**config.mk**
```make
export PLATFORM = sky130hd
export DESIGN_NAME = wb_stage_nway
export DESIGN_NICKNAME = d
export VERILOG_FILES = /design/src/rtl/wb_stage_nway_pkg.sv /design/src/rtl/wb_trace_pick.sv /design/src/rtl/wb_stage_nway.sv
export SDC_FILE = /design/constraint.sdc
export NUM_CORES = 1
export LEC_CHECK = 0
export BUFFER_PORTS_ARGS = -buffer_cell sky130_fd_sc_hd__buf_2
export CAP_MARGIN = 10
export CORE_AREA = 8 8 137 139
export CTS_BUF_LIST = sky130_fd_sc_hd__clkbuf_16
export DETAILED_ROUTE_END_ITERATION = 10
export DIE_AREA = 0 0 145 147
export GPL_TIMING_DRIVEN = 0
export PLACE_DENSITY = 0.73
export SLEW_MARGIN = 20
export SYNTH_ARGS = -nofsm -noshare
export SYNTH_HDL_FRONTEND = slang
export SYNTH_SLANG_ARGS = --single-unit
```
**constraint.sdc**
```tcl
create_clock -name clk -period 7.75 [get_ports clk]
set_input_delay 0.3875 -clock clk [delete_from_list [all_inputs] [get_ports clk]]
set_output_delay 0.3875 -clock clk [all_outputs]
set_load 0.01 [all_outputs]
```
**src/rtl/wb_stage_nway_pkg.sv**
```systemverilog
// Shared widths and field offsets for the n-way write-back stage.
package wb_stage_nway_pkg;

  localparam int SLOT_WD    = 71;
  localparam int RF_PORT_WD = 38;

  // Field offsets inside one slot record.
  localparam int SLOT_PC_LSB     = 0;
  localparam int SLOT_RESULT_LSB = 32;
  localparam int SLOT_DEST_LSB   = 64;
  localparam int SLOT_GR_WE_BIT  = 69;
  localparam int SLOT_VALID_BIT  = 70;

  typedef struct packed {
    logic        valid;
    logic        gr_we;
    logic [4:0]  dest;
    logic [31:0] result;
    logic [31:0] pc;
  } slot_t;

  function automatic logic [RF_PORT_WD-1:0] pack_rf_port(input logic        we,
                                                         input logic [4:0]  addr,
                                                         input logic [31:0] data);
    return {we, addr, data};
  endfunction

endpackage

```
**src/rtl/wb_trace_pick.sv**
```systemverilog
// Lowest-set-bit priority picker over the pending-trace mask.
module wb_trace_pick #(
  parameter int unsigned N     = 2,
  parameter int unsigned IDX_W = (N > 1) ? $clog2(N) : 1
) (
  input  logic [N-1:0]     i_pend,
  output logic [N-1:0]     o_onehot,
  output logic [IDX_W-1:0] o_idx,
  output logic             o_any
);

  // Isolate the lowest set bit; index defaults to 0 when nothing is pending.
  always_comb begin
    o_onehot = i_pend & (~i_pend + 1'b1);
    o_any    = |i_pend;
    o_idx    = '0;
    for (int i = N - 1; i >= 0; i--) begin
      if (i_pend[i]) o_idx = IDX_W'(i);
    end
  end

endmodule

```
**src/rtl/wb_stage_nway.sv**
```systemverilog
// N-way write-back stage: register-file writes, forwarding and serialized debug trace.
module wb_stage_nway
  import wb_stage_nway_pkg::*;
#(
  parameter int ISSUE_W      = 2,
  parameter int TRACE_SERIAL = 1
) (
  input  logic                          clk,
  input  logic                          reset,
  output logic                          ws_allowin,
  input  logic                          ms_to_ws_valid,
  input  logic [ISSUE_W*SLOT_WD-1:0]    ms_to_ws_bus,
  output logic [ISSUE_W*RF_PORT_WD-1:0] ws_to_rf_bus,
  output logic [ISSUE_W*RF_PORT_WD:0]   ws_forward_bus,
  output logic [31:0]                   debug_wb_pc,
  output logic [3:0]                    debug_wb_rf_wen,
  output logic [4:0]                    debug_wb_rf_wnum,
  output logic [31:0]                   debug_wb_rf_wdata
);

  localparam int IDX_W = (ISSUE_W > 1) ? $clog2(ISSUE_W) : 1;

  logic                       r_ws_valid;
  logic [ISSUE_W-1:0]         r_pend;
  logic [ISSUE_W*SLOT_WD-1:0] r_bus;

  slot_t              w_slot [ISSUE_W];
  logic [ISSUE_W-1:0] w_we;
  logic [ISSUE_W-1:0] w_cap_mask;
  logic [ISSUE_W-1:0] w_rf_we;
  logic [ISSUE_W-1:0] w_pick_onehot;
  logic [IDX_W-1:0]   w_pick_idx;
  logic               w_pick_any;
  logic               w_ready_go;
  logic               w_retire;
  slot_t              w_trace_slot;
  logic               w_trace_wen;

  wb_trace_pick #(
    .N    (ISSUE_W),
    .IDX_W(IDX_W)
  ) u_pick (
    .i_pend  (r_pend),
    .o_onehot(w_pick_onehot),
    .o_idx   (w_pick_idx),
    .o_any   (w_pick_any)
  );

  for (genvar g = 0; g < ISSUE_W; g++) begin : g_slot
    logic w_shadowed;

    assign w_slot[g] = '{
      valid:  r_bus[g*SLOT_WD + SLOT_VALID_BIT],
      gr_we:  r_bus[g*SLOT_WD + SLOT_GR_WE_BIT],
      dest:   r_bus[g*SLOT_WD + SLOT_DEST_LSB +: 5],
      result: r_bus[g*SLOT_WD + SLOT_RESULT_LSB +: 32],
      pc:     r_bus[g*SLOT_WD + SLOT_PC_LSB +: 32]
    };

    assign w_cap_mask[g] = ms_to_ws_bus[g*SLOT_WD + SLOT_VALID_BIT] &
                           ms_to_ws_bus[g*SLOT_WD + SLOT_GR_WE_BIT];
    assign w_we[g] = r_ws_valid & w_slot[g].valid & w_slot[g].gr_we;

    // A younger writer to the same register hides this slot's RF write.
    always_comb begin
      w_shadowed = 1'b0;
      for (int j = g + 1; j < ISSUE_W; j++) begin
        if (w_we[j] && (w_slot[j].dest == w_slot[g].dest)) w_shadowed = 1'b1;
      end
    end

    assign w_rf_we[g] = w_we[g] & w_retire & ~w_shadowed;
    assign ws_to_rf_bus[g*RF_PORT_WD +: RF_PORT_WD] =
      pack_rf_port(w_rf_we[g], w_slot[g].dest, w_slot[g].result);
    // Forwarding keeps every writer; the consumer resolves slot priority.
    assign ws_forward_bus[g*RF_PORT_WD +: RF_PORT_WD] =
      pack_rf_port(w_we[g], w_slot[g].dest, w_slot[g].result);
  end

  assign ws_forward_bus[ISSUE_W*RF_PORT_WD] = r_ws_valid;

  // Serial trace holds the group until at most one pending entry remains.
  always_comb begin
    w_ready_go = 1'b1;
    if (TRACE_SERIAL != 0) w_ready_go = ((r_pend & (r_pend - 1'b1)) == '0);
  end

  assign w_retire   = r_ws_valid & w_ready_go;
  assign ws_allowin = ~r_ws_valid | w_ready_go;

  // Select the traced slot: lowest pending writer, or slot 0 when unserialized.
  always_comb begin
    w_trace_slot = w_slot[0];
    w_trace_wen  = w_we[0];
    if (TRACE_SERIAL != 0) begin
      w_trace_slot = w_slot[w_pick_idx];
      w_trace_wen  = r_ws_valid & w_pick_any;
    end
  end

  assign debug_wb_pc       = w_trace_slot.pc;
  assign debug_wb_rf_wen   = {4{w_trace_wen}};
  assign debug_wb_rf_wnum  = w_trace_slot.dest;
  assign debug_wb_rf_wdata = w_trace_slot.result;

  // Group valid and pending-trace mask; reset aborts any in-flight group.
  always_ff @(posedge clk) begin
    if (reset) begin
      r_ws_valid <= 1'b0;
      r_pend     <= '0;
    end else if (ws_allowin) begin
      r_ws_valid <= ms_to_ws_valid;
      r_pend     <= ms_to_ws_valid ? w_cap_mask : '0;
    end else begin
      r_pend <= r_pend & ~w_pick_onehot;
    end
  end

  // Group payload; left unreset because every output is gated by r_ws_valid.
  always_ff @(posedge clk) begin
    if (ws_allowin && ms_to_ws_valid) r_bus <= ms_to_ws_bus;
  end

endmodule

```
Word-level counts from Yosys, hierarchy flattened
Index checks and enable logic that the tools add are counted.
Cells by class
  $add $sub $neg: 2
  $mul: 0
  div/mod/pow operators: 0
  order comparisons: 1
  eq/ne operators: 1
  shift-type cells: 0
  muxes and demuxes: 8
  bitwise gates (word level): 20
  reductions and logical operators: 4
Operators with widths (count)
  69-bit two-way mux: 3
  1-bit AND: 11
  2-bit AND: 3
  5-bit == test: 1
  2-bit two-way mux: 2
  2-bit inverter: 2
  1-bit two-way mux: 3
  2-bit by 1-bit adder with 2-bit output, second input constant: 1
  2-bit >= comparator, second input constant: 1
  1-bit logical AND: 2
  2-bit logical NOT: 1
  1-bit inverter: 2
  1-bit inverter with 2-bit output: 1
  2-bit OR reduction: 1
  2-bit by 1-bit subtractor with 2-bit output, second input constant: 1
  1-bit OR: 1
Storage, ports and cells
  flip-flop bits (word level): 145
  latch bits: 0
  RAM bits: 0
  ROM bits: 0
  input port bits: 145
  memories: 0

Logic depth before layout (Yosys ltp)
  depth after elaboration: 6
  depth in mapped cells: 5
  gate-level depth less buffers: 3

Cells and area by module
A second synthesis with hierarchy kept.
Second synthesis, totals
  cell total of the unflattened synthesis: 402
  area total of the unflattened synthesis: 6521.3 sq um
By module, submodules not included
  wb_stage_nway: times used 1, cells an instance 398, area an instance 6493.7 sq um, seq. area each 4324.1 sq um
  wb_trace_pick: times used 1, cells an instance 4, area an instance 27.5 sq um, seq. area each 0.0 sq um

Worst setup path after synthesis
Ideal clock, no wire load.
  path type: register -> register
  start: register r_pend[1]
  end: register r_pend[0]
  library setup time: 0.076 ns
  data arrival time: 4.274 ns
  setup slack: 3.400 ns
  cell stages (with the launch flop): 4
  path buffers: 0
  period minus slack after synthesis: 4.350 ns
  cells stage by stage: dfxtp_1 -> nand3_1 -> and2_1 -> and4b_1
Between the ends
  word-level cells in the longest chain between the ends: 5
RTL lines
  from (decl): line wb_stage_nway.sv:24  | logic [ISSUE_W-1:0] r_pend;
  from (signal assigned): line wb_stage_nway.sv:113  | r_pend <= ms_to_ws_valid ? w_cap_mask : '0;
  from (signal assigned): line wb_stage_nway.sv:115  | r_pend <= r_pend & ~w_pick_onehot;
  2-bit by 1-bit subtractor with 2-bit output: line wb_stage_nway.sv:85  | if (TRACE_SERIAL != 0) w_ready_go = ((r_pend & (r_pend - 1'b1)) == '0);
  2-bit AND *: line wb_stage_nway.sv:85
  2-bit logical NOT *: line wb_stage_nway.sv:85
  1-bit OR *: line wb_stage_nway.sv:89  | assign ws_allowin = ~r_ws_valid | w_ready_go;
  via ws_allowin: line wb_stage_nway.sv:10  | output logic ws_allowin,
  2-bit two-way mux *: line wb_stage_nway.sv:111  | end else if (ws_allowin) begin
Mark *: on every way through the listed nets, which the timed path passes. The rest lies on a longest branch.
A chain may end at the register's enable or synchronous reset.

Worst setup path in the final report
  start: register r_pend[1]
  end: output debug_wb_rf_wdata[19]
Between the ends
  word-level cells in the longest chain between the ends: 6
RTL lines
  1-bit two-way mux (2 in a row): line wb_trace_pick.sv:18  | if (i_pend[i]) o_idx = IDX_W'(i);
  1-bit inverter with 2-bit output (not written as such): line wb_stage_nway.sv:96  | w_trace_slot = w_slot[w_pick_idx];
  69-bit two-way mux (not written as such) (3 in a row): line wb_stage_nway.sv:96
  to (decl): line wb_stage_nway.sv:18  | output logic [31:0] debug_wb_rf_wdata
No other way between the ends. The select of a mux whose other input is x is not followed.

==> impl_metrics.ini <==
[logic_synthesis]
synth.cell_area_um2 = 6500
yosysSeqAreaShare = 0.665
yosys_warnings = 0
netlist_instances = 396
synth_cell_type_count = 20
syn_nets = 541
synth-seq-cells = 145
avgSynthCellArea_um2 = 16.4

[global_route]
grt_first_pass_wirelength_um = 24900
grt_pass1_vias = 4397
antenna_found_initial = 0
track_usage = 0.152
overflow = 0
grt_max_degree = 57

[pwr]
internal_power_mw = 1.52
powerDensity_nw_per_um2 = 212
irDropWorstVdd_mv = 0.167
p_leak_nw = 4.31
pwr-share-seq = 0.476
combPwrFrac = 0.126
clkPwrFrac = 0.397
p_total_mw = 1.96
switching_share = 0.223
net-switching-power_mw = 0.437

[cts]
htreeDepth = 4
post_cts_resized = 0
numCtsBuffers = 17
cts_buffer_depth = 2
root_buffer = clkbuf_16
cts.sinks = 145
cts_setup_buffers = 0
cts_hold_buf = 0
cts_tree = done
clock_latency_ns = 0.40
path_clk_slew_ns = 0.06

[routing]
vias = 4193
drt_drc_violations_left = 0
antenna_left = 0
first_iter_violations = 160
avgViaCountPerCell = 4.09
wl_um = 16700
dr.pass1.iters = 4
routedWlPerCell_um = 16.3

[cells_and_area]
fin_nets = 933
syn_to_final_growth_pct = 42.6
drive_gt1_frac = 0.790
diodes = 0

[sta]
tns_ns = 0
grt_setup_unrepaired = false
min_period_ns = 2.29
skew_ns = 0.00694
fin_crit_sh = 0.296
slew_headroom = 0.655
fmax_ghz = 0.436
hold_viol = 0
setup_viol_count_final = 0
slew_violations = 0
worst_pin_slew_ns = 0.518

[die]
fp-row-count = 48
die_w_um = 145
die_height_um = 147
boundaryPins = 372
start_util = 0.388
core_area_um2 = 16800
die-area_um2 = 21300

[min_path]
min_from = ms_to_ws_bus[51]
hold_path_class = in -> reg

[place]
hpwl_um = 13800
routabilityCongestion = 0.798
port_buffers = 371

[critical_path]
path_delay_family = buffers and inverters
start_kind = flip-flop
endpoint_kind = output port
cpMostUsedCell = buf_6
crit_start = r_pend[1]
crit_required_ns = 7.36
critPathKind = reg -> out
crit_chain = nor2b_1 -> buf_6 -> buf_6 -> buf_8 -> mux2_4 -> buf_2
reg2reg_from = r_ws_valid
critPathMaxStageDelay_ns = 0.36
crit_slowest_cell = dfxtp_1
path_buf_inv = 4
worst_ep_arrival_time_ns = 1.90
worstPathMaxFanout = 10

[outcome]
status = finished clean

[run]
drv_cap = 0
[final cells by class]
type	count	area, um^2
plain buffers	161	1220
clock buffers	17	425
clock inverters	15	145
fillers	1401	7490
inverters	1	3.75
multi-input cells	89	950
flip-flops and latches	145	4320
well taps	225	282
repair buffers	373	1910
[cell usage in the layout (no fill, tap or decap), types with 2 or more instances in the layout]
| cell | instances |
|---|---|
| edfxtp_1 | 142 |
| nand2_1 | 2 |
| buf_16 | 2 |
| dfxtp_1 | 3 |
| clkbuf_16 | 17 |
| buf_6 | 2 |
| nand3_1 | 2 |
| mux2_4 | 10 |
| buf_2 | 371 |
| inv_1 | 4 |
| clkinv_2 | 2 |
| buf_4 | 158 |
| bufinv_16 | 2 |
| and3_1 | 2 |
| clkinvlp_4 | 5 |
| a21oi_1 | 2 |
| xor2_1 | 4 |
| mux2_2 | 59 |
| inv_6 | 2 |
[registers in the layout (all words and copies together), names as in the netlist]
| register | flops |
|---|---|
| r_bus | 142 |
| r_pend | 2 |
| r_ws_valid | 1 |
[worst register-to-register path, stage by stage, from the launching register on]
cell	delay, ns
dfxtp_1	0.35
nand3_1	0.15
and2_4	0.51
buf_16	0.33
[stage by stage]
| stage | cell area (um^2) | cells | hold slack, ns | util | worst slack, ns |
|---|---|---|---|---|---|
| after floorplan | 6500 | 396 | 0.457 | - | 3.40 |
| after global placement | 8640 | 992 | 0.564 | 0.515 | 2.22 |
| after detailed placement | 8690 | 994 | 0.566 | 0.519 | 5.84 |
| after CTS | 9270 | 1026 | 0.125 | 0.553 | 5.39 |
| after global routing | 9270 | 1026 | 0.122 | 0.553 | 5.33 |
| final | 9270 | 1026 | 0.151 | 0.553 | 5.46 |
[layer usage]
| metal | part of all wire | global-route usage | up-vias |
|---|---|---|---|
| li1 | - | - | 2053 |
| met1 | 0.37 | 0.154 | 1935 |
| met2 | 0.53 | 0.276 | 194 |
| met3 | 0.085 | 0.0640 | 11 |
| met4 | 0.011 | 0.0505 | 0 |
| met5 | 0 | 0 | - |
[worst paths after layout]
check / end / slack [ns] / cells past startpoint
worst min register to register: r_ws_valid / 0.60 / 2
worst max register to register: r_bus[45] / 6.05 / 3
worst min-delay path: r_bus[51] / 0.15 / 1
worst max-delay path: debug_wb_rf_wdata[19] / 5.46 / 6
[cell families after synthesis]
kind of cell	share of synthesized area
xor+xnor	0.00674
buf+inv	0.189
simple gates	0.0100
flops	0.665
mux	0.125
compound gates	0.00366
[cell usage after synthesis (all sizes together)]
| cell | count | area, um^2 |
|---|---|---|
| mux2 | 69 | 815 |
| o21a | 1 | 7.51 |
| and2 | 2 | 12.5 |
| edfxtp | 142 | 4260 |
| nand2 | 2 | 7.51 |
| nor2b | 1 | 6.26 |
| buf | 161 | 1220 |
| a31oi | 1 | 6.26 |
| and4b | 1 | 10.0 |
| a21oi | 2 | 10.0 |
| and3 | 2 | 12.5 |
| nor4 | 1 | 6.26 |
| dfxtp | 3 | 60.1 |
| nand3 | 2 | 10.0 |
| inv | 1 | 3.75 |
| xor2 | 4 | 35.0 |
| xnor2 | 1 | 8.76 |
[power by group through the flow]
stage / Sequential, mW / Combinational [mW] / Clock, mW
after floorplan: 0.947 / 0.137 / 0
after global placement: 0.955 / 0.245 / 0
after detailed placement: 0.951 / 0.252 / 0
after CTS: 0.935 / 0.253 / 0.801
after global routing: 0.939 / 0.266 / 0.834
final: 0.934 / 0.247 / 0.779
Note: power is estimated with default switching activity, not from simulation.
